File: config.mk
export PLATFORM = sky130hd
export DESIGN_NAME = axis_pattern_gen
export DESIGN_NICKNAME = d
export VERILOG_FILES = /design/src/rtl/axis_chk_pkg.sv /design/src/rtl/axis_pattern_gen.sv
export SDC_FILE = /design/constraint.sdc
export NUM_CORES = 1
export LEC_CHECK = 0
export ABC_AREA = 1
export CORE_MARGIN = 3
export CORE_UTILIZATION = 50
export CTS_BUF_LIST = sky130_fd_sc_hd__clkbuf_16
export CTS_CLUSTER_DIAMETER = 120
export DETAILED_ROUTE_END_ITERATION = 10
export GPL_TIMING_DRIVEN = 0
export PLACE_DENSITY = 0.75
export SLEW_MARGIN = 0
export SYNTH_ARGS = -nofsm -noshare
export SYNTH_HDL_FRONTEND = slang
export SYNTH_SLANG_ARGS = --single-unit
File: constraint.sdc
create_clock -name clk_i -period 4.1 [get_ports clk_i]
set_input_delay 0.615 -clock clk_i [delete_from_list [all_inputs] [get_ports clk_i]]
set_output_delay 0.615 -clock clk_i [all_outputs]
set_load 0.01 [all_outputs]
File: src/rtl/axis_chk_pkg.sv
// Shared types and pattern helpers for the AXI-Stream loopback checker.
// Both the generator and the checker build their words from these functions.
package axis_chk_pkg;

    typedef enum logic [1:0] {
        IDLE,
        RUN,
        DONE
    } state_e;

    localparam logic [31:0] LFSR_POLY = 32'h80200003;
    localparam logic [31:0] LFSR_SEED = 32'h0000ACE1;
    localparam int          MAX_W     = 512;

    // Right-shifting Galois form: feedback taps applied when bit 0 falls out.
    function automatic logic [31:0] lfsr_next(input logic [31:0] s);
        logic [31:0] n;
        n = s >> 1;
        if (s[0]) begin
            n = n ^ LFSR_POLY;
        end
        return n;
    endfunction

    function automatic logic [MAX_W-1:0] expand_word(
        input logic [31:0] w,
        input logic        rep
    );
        logic [MAX_W-1:0] r;
        r = '0;
        if (rep) begin
            r = {(MAX_W / 32){w}};
        end else begin
            r[31:0] = w;
        end
        return r;
    endfunction

endpackage

File: src/rtl/axis_pattern_gen.sv
// Frame/beat counters plus LFSR producing the reference word stream.
// Advances one beat per advance_i; clear_i reseeds everything.
module axis_pattern_gen
    import axis_chk_pkg::*;
#(
    parameter int DATA_WIDTH   = 32,
    parameter int NUM_BEATS    = 16,
    parameter int NUM_FRAMES   = 4,
    parameter int PATTERN_MODE = 0
) (
    input  logic                  clk_i,
    input  logic                  rst_ni,
    input  logic                  clear_i,
    input  logic                  advance_i,
    output logic [DATA_WIDTH-1:0] data_o,
    output logic                  last_o,
    output logic                  final_o
);

    localparam logic [15:0] LAST_BEAT  = 16'(NUM_BEATS - 1);
    localparam logic [15:0] LAST_FRAME = 16'(NUM_FRAMES - 1);
    localparam logic        USE_LFSR   = (PATTERN_MODE != 0);

    logic [15:0] beat_q, beat_d;
    logic [15:0] frame_q, frame_d;
    logic [31:0] lfsr_q, lfsr_d;
    logic [31:0] word;

    assign last_o  = (beat_q == LAST_BEAT);
    assign final_o = last_o && (frame_q == LAST_FRAME);
    assign word    = USE_LFSR ? lfsr_q : {frame_q, beat_q};
    assign data_o  = DATA_WIDTH'(expand_word(word, USE_LFSR));

    always_comb begin
        beat_d  = beat_q;
        frame_d = frame_q;
        lfsr_d  = lfsr_q;
        if (clear_i) begin
            beat_d  = '0;
            frame_d = '0;
            lfsr_d  = LFSR_SEED;
        end else if (advance_i) begin
            lfsr_d = lfsr_next(lfsr_q);
            if (last_o) begin
                beat_d  = '0;
                frame_d = final_o ? 16'd0 : frame_q + 16'd1;
            end else begin
                beat_d = beat_q + 16'd1;
            end
        end
    end

    always_ff @(posedge clk_i or negedge rst_ni) begin
        if (!rst_ni) begin
            beat_q  <= '0;
            frame_q <= '0;
            lfsr_q  <= LFSR_SEED;
        end else begin
            beat_q  <= beat_d;
            frame_q <= frame_d;
            lfsr_q  <= lfsr_d;
        end
    end

endmodule

==> run_results.csv, run 1 <==
group,metric,value,unit
power_and_ir_drop,net-switching-power,0.203,mW
place,placed_cells,410,
timing,final_min_period_over_clock_period,64.3,%
power_and_ir_drop,power_density,290,mW/mm^2
global_routing,first_global_vias,1927,
worst_setup_path,crit_family,"buffers and inverters",
synthesis,synth_area_leader_cell,"sky130_fd_sc_hd__dfrtp_1",
floorplan,core,0.00414,mm^2
clocking,cts_root_buf,"sky130_fd_sc_hd__clkbuf_16",
clocking,cts_resized,0,
synthesis,netlist.area_leader.share,36.2,%
timing,setup-violations-final,0,
global_routing,grt_first_pass_wirelength,9170,um
worst_setup_path,worst-path-buf-inv,1,
synthesis,synth_nets,330,
synthesis,synth_ff_type,"sky130_fd_sc_hd__dfrtp_1",
floorplan,die-width,72.5,um
synthesis,synth_area,0.00221,mm^2
timing,maxSlewViolCount,0,
floorplan,initial_utilization,53.3,%
worst_setup_path,critical_path.cell_chain,"ha_1 -> nand2_1 -> nor2_1 -> nand2_1 -> nor2_1 -> clkdlybuf4s50_1",
routing,drt_first_iter_violations,216,
routing,postRouteWirelength,5350,um
synthesis,post_synth_main_area_contributors,"sky130_fd_sc_hd__dfrtp_1 (36%), sky130_fd_sc_hd__nand2_1 (17%), sky130_fd_sc_hd__nor2_1 (12%)",
worst_setup_path,crit_path_max_incr_delay,0.57,ns
synthesis,yosys_register_bits,32,
finish,layout-drive-gt1-share,9.24,%
clocking,ctsHtreeMaxLevel,2,
synthesis,post_synth_inst_count,324,
worst_setup_path,critical_path_arrival,2.02,ns
synthesis,synth_sequential_area_ratio,36.2,%
power_and_ir_drop,leakagePower,1.26,nW
worst_hold_path,worst_min_delay_path_class,"input pin to async pin",
synthesis,synthAdderAreaFrac,1.13,%
timing,hold_viol_final,0,
run_status,status,"finished clean",
synthesis,synth-compound-area-share,7.70,%
global_routing,antenna_found_initial,0,
power_and_ir_drop,pwr-share-comb,13.9,%
finish,stdcell_area,0.00276,mm^2
global_routing,grt_remaining_overflow,0,
synthesis,post_synth_num_cell_types,32,
synthesis,syn_avg_cell_area,6.82,um^2
routing,post_drt_via_cell_ratio,5.21,
clocking,cts_made_buffers,5,
clocking,cts.sink_count,32,
clocking,cts.repair_timing.setup_buffer_count,0,
clocking,holdBufCountCts,0,
finish,mostFrequentLayoutCell,"sky130_fd_sc_hd__nand2_1",
run,max_cap_violations,0,
timing,final.setup.tns,0,ns
synthesis,synth-edff-count,0,
clocking,clock_tree.buffer_depth,2,
place,post-place-ws,1.79,ns
routing,post-route-drc-count,0,
synthesis,share_of_synthesized_flip_flops_with_an_asynchronous_set_or_reset,100,%
floorplan,floorplan.io_pins,38,
worst_setup_path,timing.setup.critical_path_class,"flop to output port",
finish,num_antenna_cells,0,
finish,layout.cells.most_common_list,"sky130_fd_sc_hd__nand2_1 (98), sky130_fd_sc_hd__nor2_1 (69), sky130_fd_sc_hd__clkdlybuf4s50_1 (35)",
place,gp_routability_congestion,0.920,
timing,slew-limit-headroom,50.1,%
place,placed_cell_area,0.00263,mm^2
power_and_ir_drop,vdd_drop_max,0.183,mV
routing,detail_route.wl_per_cell,12.8,um
synthesis,yosys-mux-area-fraction,0,%
routing,drt_first_pass_iters,5,
timing,skew,0.00432,ns
power_and_ir_drop,pwr-share-seq,43.0,%
worst_setup_path,required_arrival_time_at_the_worst_endpoint,3.48,ns
worst_setup_path,worst-path-max-fanout,6,
global_routing,grt_start_max_net_pins,33,
routing,dr_total_vias,2176,
place,number_of_buffers_added_on_ports,36,
power_and_ir_drop,finalPower,0.801,mW
worst_setup_path,timing.critical_path.to_type,"output port",
finish,flow.area_growth_from_synthesis,25.1,%
floorplan,fp-row-count,23,
clocking,clk_transition_reported_paths,0.05,ns
floorplan,die_area,0.00525,mm^2
timing,tightest_slew,0.749,ns
synthesis,synth-simple-area-share,43.1,%
timing,final_min_period,2.64,ns
place,hpwl,3840,um
worst_setup_path,crit_start_category,"flop",
routing,final_antenna_net_count,0,
timing,rsz_0062_raised_after_global_routing,"no",
finish,layout.cells.non_filler,418,
clocking,tritoncts,"done",
worst_setup_path,worst_path_max_delay_cell,"sky130_fd_sc_hd__clkdlybuf4s50_1",
power_and_ir_drop,power.share.switching,25.3,%
finish,final_nets,373,
floorplan,dieHeight,72.5,um
global_routing,global_route_usage_sum,22.0,%
clocking,worstSkewPairLatency,0.27,ns
timing,clock.fmax,0.379,GHz
synthesis,ys.warnings.count,0,
finish,fillers,371,
power_and_ir_drop,internal-power,0.598,mW
synthesis,synth_xor_xnor_area_share,3.17,%
power_and_ir_drop,p_clk_share,43.1,%
synthesis,synth_top_family_by_area,"simple AND/OR/NAND/NOR gates",
timing,worst_slack,1.46,ns
power groups by stage:
stage	combinational (mW)	clock, mW	sequential [mW]
2_1_floorplan	0.0583	0	0.354
3_3_place_gp	0.112	0	0.350
3_5_place_dp	0.112	0	0.349
4_1_cts	0.113	0.352	0.345
5_1_grt	0.123	0.362	0.347
6_report	0.111	0.345	0.345
routing by layer:
layer / up-vias / track usage (%) / wire length (um)
li1: 1117 / - / -
met1: 974 / 34.3 / 2620
met2: 80 / 30.2 / 2290
met3: 5 / 3.46 / 393
met4: 0 / 7.99 / 57
met5: - / 0 / 0
synthesized netlist by cell type (2+ instances only):
cell	count
sky130_fd_sc_hd__nand4_1	8
sky130_fd_sc_hd__a21oi_1	6
sky130_fd_sc_hd__o21ai_0	4
sky130_fd_sc_hd__nor2_2	3
sky130_fd_sc_hd__o21ai_1	4
sky130_fd_sc_hd__inv_1	27
sky130_fd_sc_hd__o21bai_1	3
sky130_fd_sc_hd__buf_4	2
sky130_fd_sc_hd__nand2_1	98
sky130_fd_sc_hd__ha_1	2
sky130_fd_sc_hd__xor2_1	5
sky130_fd_sc_hd__dfrtp_1	32
sky130_fd_sc_hd__nand2_2	3
sky130_fd_sc_hd__nand3_1	24
sky130_fd_sc_hd__nor2_1	69
sky130_fd_sc_hd__xnor2_1	3
sky130_fd_sc_hd__nor2_4	2
sky130_fd_sc_hd__nor3_1	8
sky130_fd_sc_hd__buf_6	3
sky130_fd_sc_hd__o21ai_2	6
through the flow:
step           util, %  hold WS [ns]
5_1_grt           66.7         0.461
6_report          66.7         0.409
3_3_place_gp      63.5         0.535
3_5_place_dp      63.4         0.534
2_1_floorplan        -         0.319
4_1_cts           66.7         0.438
worst paths after layout:
path / from / end / slack, ns / depth (start not counted)
max in group asynchronous: rst_ni / frame_q[0]$_DFFE_PN0P_ / 3.22 / 1
worst max register to register: frame_q[0]$_DFFE_PN0P_ / frame_q[6]$_DFFE_PN0P_ / 2.35 / 7
worst max-delay path: frame_q[0]$_DFFE_PN0P_ / final_o / 1.46 / 6
worst min-delay path: rst_ni / frame_q[5]$_DFFE_PN0P_ / 0.41 / 1
min in group clk_i: beat_q[1]$_DFFE_PN0P_ / beat_q[1]$_DFFE_PN0P_ / 0.55 / 2
worst min register to register: beat_q[1]$_DFFE_PN0P_ / beat_q[1]$_DFFE_PN0P_ / 0.55 / 2
worst reg2reg max path: cells and delay by family (launching register included):
family	cells	cell delay (ns)
adder cells (fa/ha/maj)	1	0.32
AND/OR/NAND/NOR	5	0.85
flip-flops	1	0.43
AO/OA/AOI/OAI	1	0.07
flip-flops by register name, indices dropped and copies added (netlist names):
signal and cells:
beat_q 16, frame_q 16
kinds of logic after synthesis:
| kind of cell | Yosys count |
|---|---|
| flip-flops | 32 |
| AND/OR/NAND/NOR | 220 |
| adder cells (fa/ha/maj) | 2 |
| AO/OA/AOI/OAI | 25 |
| XOR/XNOR | 8 |
| buffers and inverters | 37 |
cell type report:
class | count | area, um^2 | area share, %
multi-input combinational | 255 | 1220 | 44.0
sequential | 32 | 801 | 29.0
timing repair buffer | 36 | 355 | 12.9
clock buffer | 5 | 125 | 4.53
inverter | 29 | 111 | 4.03
buffer | 8 | 80.1 | 2.90
tap | 50 | 62.6 | 2.26
clock inverter | 3 | 11.3 | 0.407
No activity file was read; power rests on OpenSTA's default activity.
==> run 2, diff against run 1 <==
--- a/config.mk
+++ b/config.mk
@@ -7,7 +7,7 @@
 export LEC_CHECK = 0
 export ABC_AREA = 1
 export CORE_MARGIN = 3
-export CORE_UTILIZATION = 50
+export CORE_UTILIZATION = 48
 export CTS_BUF_LIST = sky130_fd_sc_hd__clkbuf_16
 export CTS_CLUSTER_DIAMETER = 120
 export DETAILED_ROUTE_END_ITERATION = 10
==> constraint.sdc (replaced) <==
create_clock -name clk_i -period 2.2 [get_ports clk_i]
set_input_delay 0.33 -clock clk_i [delete_from_list [all_inputs] [get_ports clk_i]]
set_output_delay 0.33 -clock clk_i [all_outputs]
set_load 0.01 [all_outputs]
==> run 2 against run 1 <==
Register-to-register slack got worse by 1.8 ns. Worst setup slack got worse by 1.3 ns. Highest routed layer unchanged. Sequential power increased by 86%. Die area increased by 3.8%. Global-route usage decreased by 0.22 points. Cell count increased by 0.48%. Wire length increased by 4.7%. Critical path depth increased by 2. Sequential share of layout area decreased by 0.34 points. Power increased by 100%.
==> run_results.csv, run 2 (synthesized netlist as in run 1, its figures left out) <==
group,metric,value,unit
clocking,cts.repair_timing.setup_buffer_count,0,
timing,clock.fmax,0.490,GHz
timing,tightest_slew,0.740,ns
routing,dr_total_vias,2254,
clocking,cts_root_buf,"sky130_fd_sc_hd__clkbuf_16",
floorplan,die-width,73.9,um
global_routing,grt_remaining_overflow,0,
timing,maxSlewViolCount,0,
finish,layout.cells.most_common_list,"sky130_fd_sc_hd__nand2_1 (98), sky130_fd_sc_hd__nor2_1 (68), sky130_fd_sc_hd__clkdlybuf4s50_1 (33)",
worst_setup_path,worst-path-max-fanout,4,
finish,fillers,409,
timing,skew,0.00472,ns
clocking,clk_transition_reported_paths,0.05,ns
timing,final_min_period_over_clock_period,92.7,%
routing,drt_first_pass_iters,7,
global_routing,grt_first_pass_wirelength,9240,um
place,hpwl,4030,um
power_and_ir_drop,pwr-share-seq,39.3,%
finish,post-route-util,63.4,%
routing,postRouteWirelength,5610,um
power_and_ir_drop,leakagePower,1.28,nW
run_status,status,"finished clean",
worst_setup_path,crit_start_category,"flop",
worst_setup_path,critical_path_arrival,1.71,ns
power_and_ir_drop,power_density,584,mW/mm^2
finish,mostFrequentLayoutCell,"sky130_fd_sc_hd__nand2_1",
timing,slew-limit-headroom,50.7,%
power_and_ir_drop,pwr-share-comb,13.0,%
floorplan,fp-row-count,24,
timing,setup-violations-final,0,
worst_setup_path,timing.setup.critical_path_class,"flop to output port",
routing,drt_first_iter_violations,204,
timing,final_min_period,2.04,ns
global_routing,first_global_vias,1998,
timing,holdWs,0.116,ns
finish,num_antenna_cells,0,
run,max_cap_violations,0,
floorplan,dieHeight,73.9,um
global_routing,grt_start_max_net_pins,33,
worst_hold_path,worst_min_delay_path_class,"input pin to async pin",
floorplan,die_area,0.00545,mm^2
power_and_ir_drop,power.share.switching,24.3,%
clocking,cts_made_buffers,5,
power_and_ir_drop,vdd_drop_max,0.433,mV
power_and_ir_drop,net-switching-power,0.397,mW
floorplan,floorplan.io_pins,38,
finish,multi_input_logic_area,0.00122,mm^2
routing,post_drt_via_cell_ratio,5.37,
finish,largest_registers,"beat_q: 16 flops, frame_q: 16 flops",
routing,final_antenna_net_count,0,
finish,layout-drive-gt1-share,10.3,%
routing,post-route-drc-count,0,
floorplan,initial_utilization,50.1,%
global_routing,global_route_usage_sum,21.8,%
timing,final.setup.tns,0,ns
worst_setup_path,required_arrival_time_at_the_worst_endpoint,1.87,ns
clocking,clock_tree.buffer_depth,2,
clocking,cts.sink_count,32,
routing,detail_route.wl_per_cell,13.3,um
global_routing,antenna_found_initial,0,
timing,rsz_0062_raised_after_global_routing,"no",
worst_setup_path,timing.critical_path.to_type,"output port",
clocking,tritoncts,"done",
place,gp_routability_congestion,0.916,
finish,final-seq-area,801,um^2
timing,hold_viol_final,0,
floorplan,core,0.00441,mm^2
power_and_ir_drop,p_clk_share,47.7,%
power_and_ir_drop,internal-power,1.24,mW
place,number_of_buffers_added_on_ports,36,
clocking,ctsHtreeMaxLevel,2,
clocking,worstSkewPairLatency,0.28,ns
finish,final_nets,373,
finish,flow.area_growth_from_synthesis,26.6,%
## run 2: changes by cell type in the layout (fill, tap and decap cells not counted)
cell / previous run / this run
sky130_fd_sc_hd__clkinv_1: 1 / 0
sky130_fd_sc_hd__bufinv_16: 0 / 1
sky130_fd_sc_hd__nor2_2: 3 / 4
sky130_fd_sc_hd__clkdlybuf4s50_1: 35 / 33
sky130_fd_sc_hd__ha_1: 2 / 1
sky130_fd_sc_hd__nor2_1: 69 / 68
sky130_fd_sc_hd__ha_2: 0 / 1
sky130_fd_sc_hd__inv_1: 29 / 28
sky130_fd_sc_hd__dlygate4sd2_1: 0 / 2
sky130_fd_sc_hd__clkinv_2: 0 / 1
## run 2: layer usage
| metal | up-vias | track usage [%] | wire [um] |
|---|---|---|---|
| met4 | 0 | 7.04 | 86 |
| met2 | 91 | 34.8 | 2640 |
| met3 | 12 | 3.69 | 346 |
| li1 | 1115 | - | - |
| met5 | - | 0 | 0 |
| met1 | 1036 | 29.7 | 2530 |
## run 2: final timing paths
kind                                   startpoint                       to  slack [ns]  cells after the start
setup reg to reg           frame_q[0]$_DFFE_PN0P_  frame_q[14]$_DFFE_PN0P_        0.53                      7
min in group clk_i                        clear_i   frame_q[7]$_DFFE_PN0P_        0.41                      4
max in group asynchronous                  rst_ni   beat_q[10]$_DFFE_PN0P_        1.61                      1
hold / removal                             rst_ni  frame_q[12]$_DFFE_PN0P_        0.12                      1
setup / recovery            beat_q[1]$_DFFE_PN0P_                  final_o        0.16                      8
hold reg to reg             beat_q[1]$_DFFE_PN0P_    beat_q[1]$_DFFE_PN0P_        0.56                      2
## run 2: metrics by stage
stage	instance area (um^2)	std cells	power, mW	setup WS, ns
finish	2800	420	1.63	0.160
CTS	2800	420	1.64	0.161
detailed placement	2630	412	0.864	0.152
floorplan	2210	324	0.769	0.739
global route	2800	420	1.70	0.0373
global placement	2640	412	0.862	0.125
## run 2: area by class of cell
type / instances / area share (%)
tap: 52 / 2.33
sequential: 32 / 28.6
timing repair buffer: 36 / 12.6
clock buffer: 5 / 4.47
clock inverter: 3 / 1.39
buffer: 8 / 2.86
inverter: 29 / 3.98
multi-input combinational: 255 / 43.7
## run 2: worst max-delay path: stages (launching register included)
cell and delay (ns):
sky130_fd_sc_hd__dfrtp_1 0.39, sky130_fd_sc_hd__ha_2 0.21, sky130_fd_sc_hd__nand2_1 0.07, sky130_fd_sc_hd__inv_1 0.09, sky130_fd_sc_hd__nand2_1 0.06, sky130_fd_sc_hd__nor2_1 0.08, sky130_fd_sc_hd__nand2_1 0.11, sky130_fd_sc_hd__nor2_2 0.14
sky130_fd_sc_hd__dlygate4sd2_1 0.28
## run 2: what timing repair did
action	in CTS	in global routing
endpoints found under the setup margin	1	0
hold buffers	0	0
gates resized for setup	4	0
## run 2: power by group through the flow
stage                     clock network, mW  logic (mW)  registers (mW)
after global placement                    0       0.211           0.651
after detailed placement                  0       0.213           0.651
after CTS                             0.786       0.217           0.642
after floorplan                           0       0.109           0.660
after global routing                  0.819       0.238           0.646
final                                 0.779       0.213           0.642
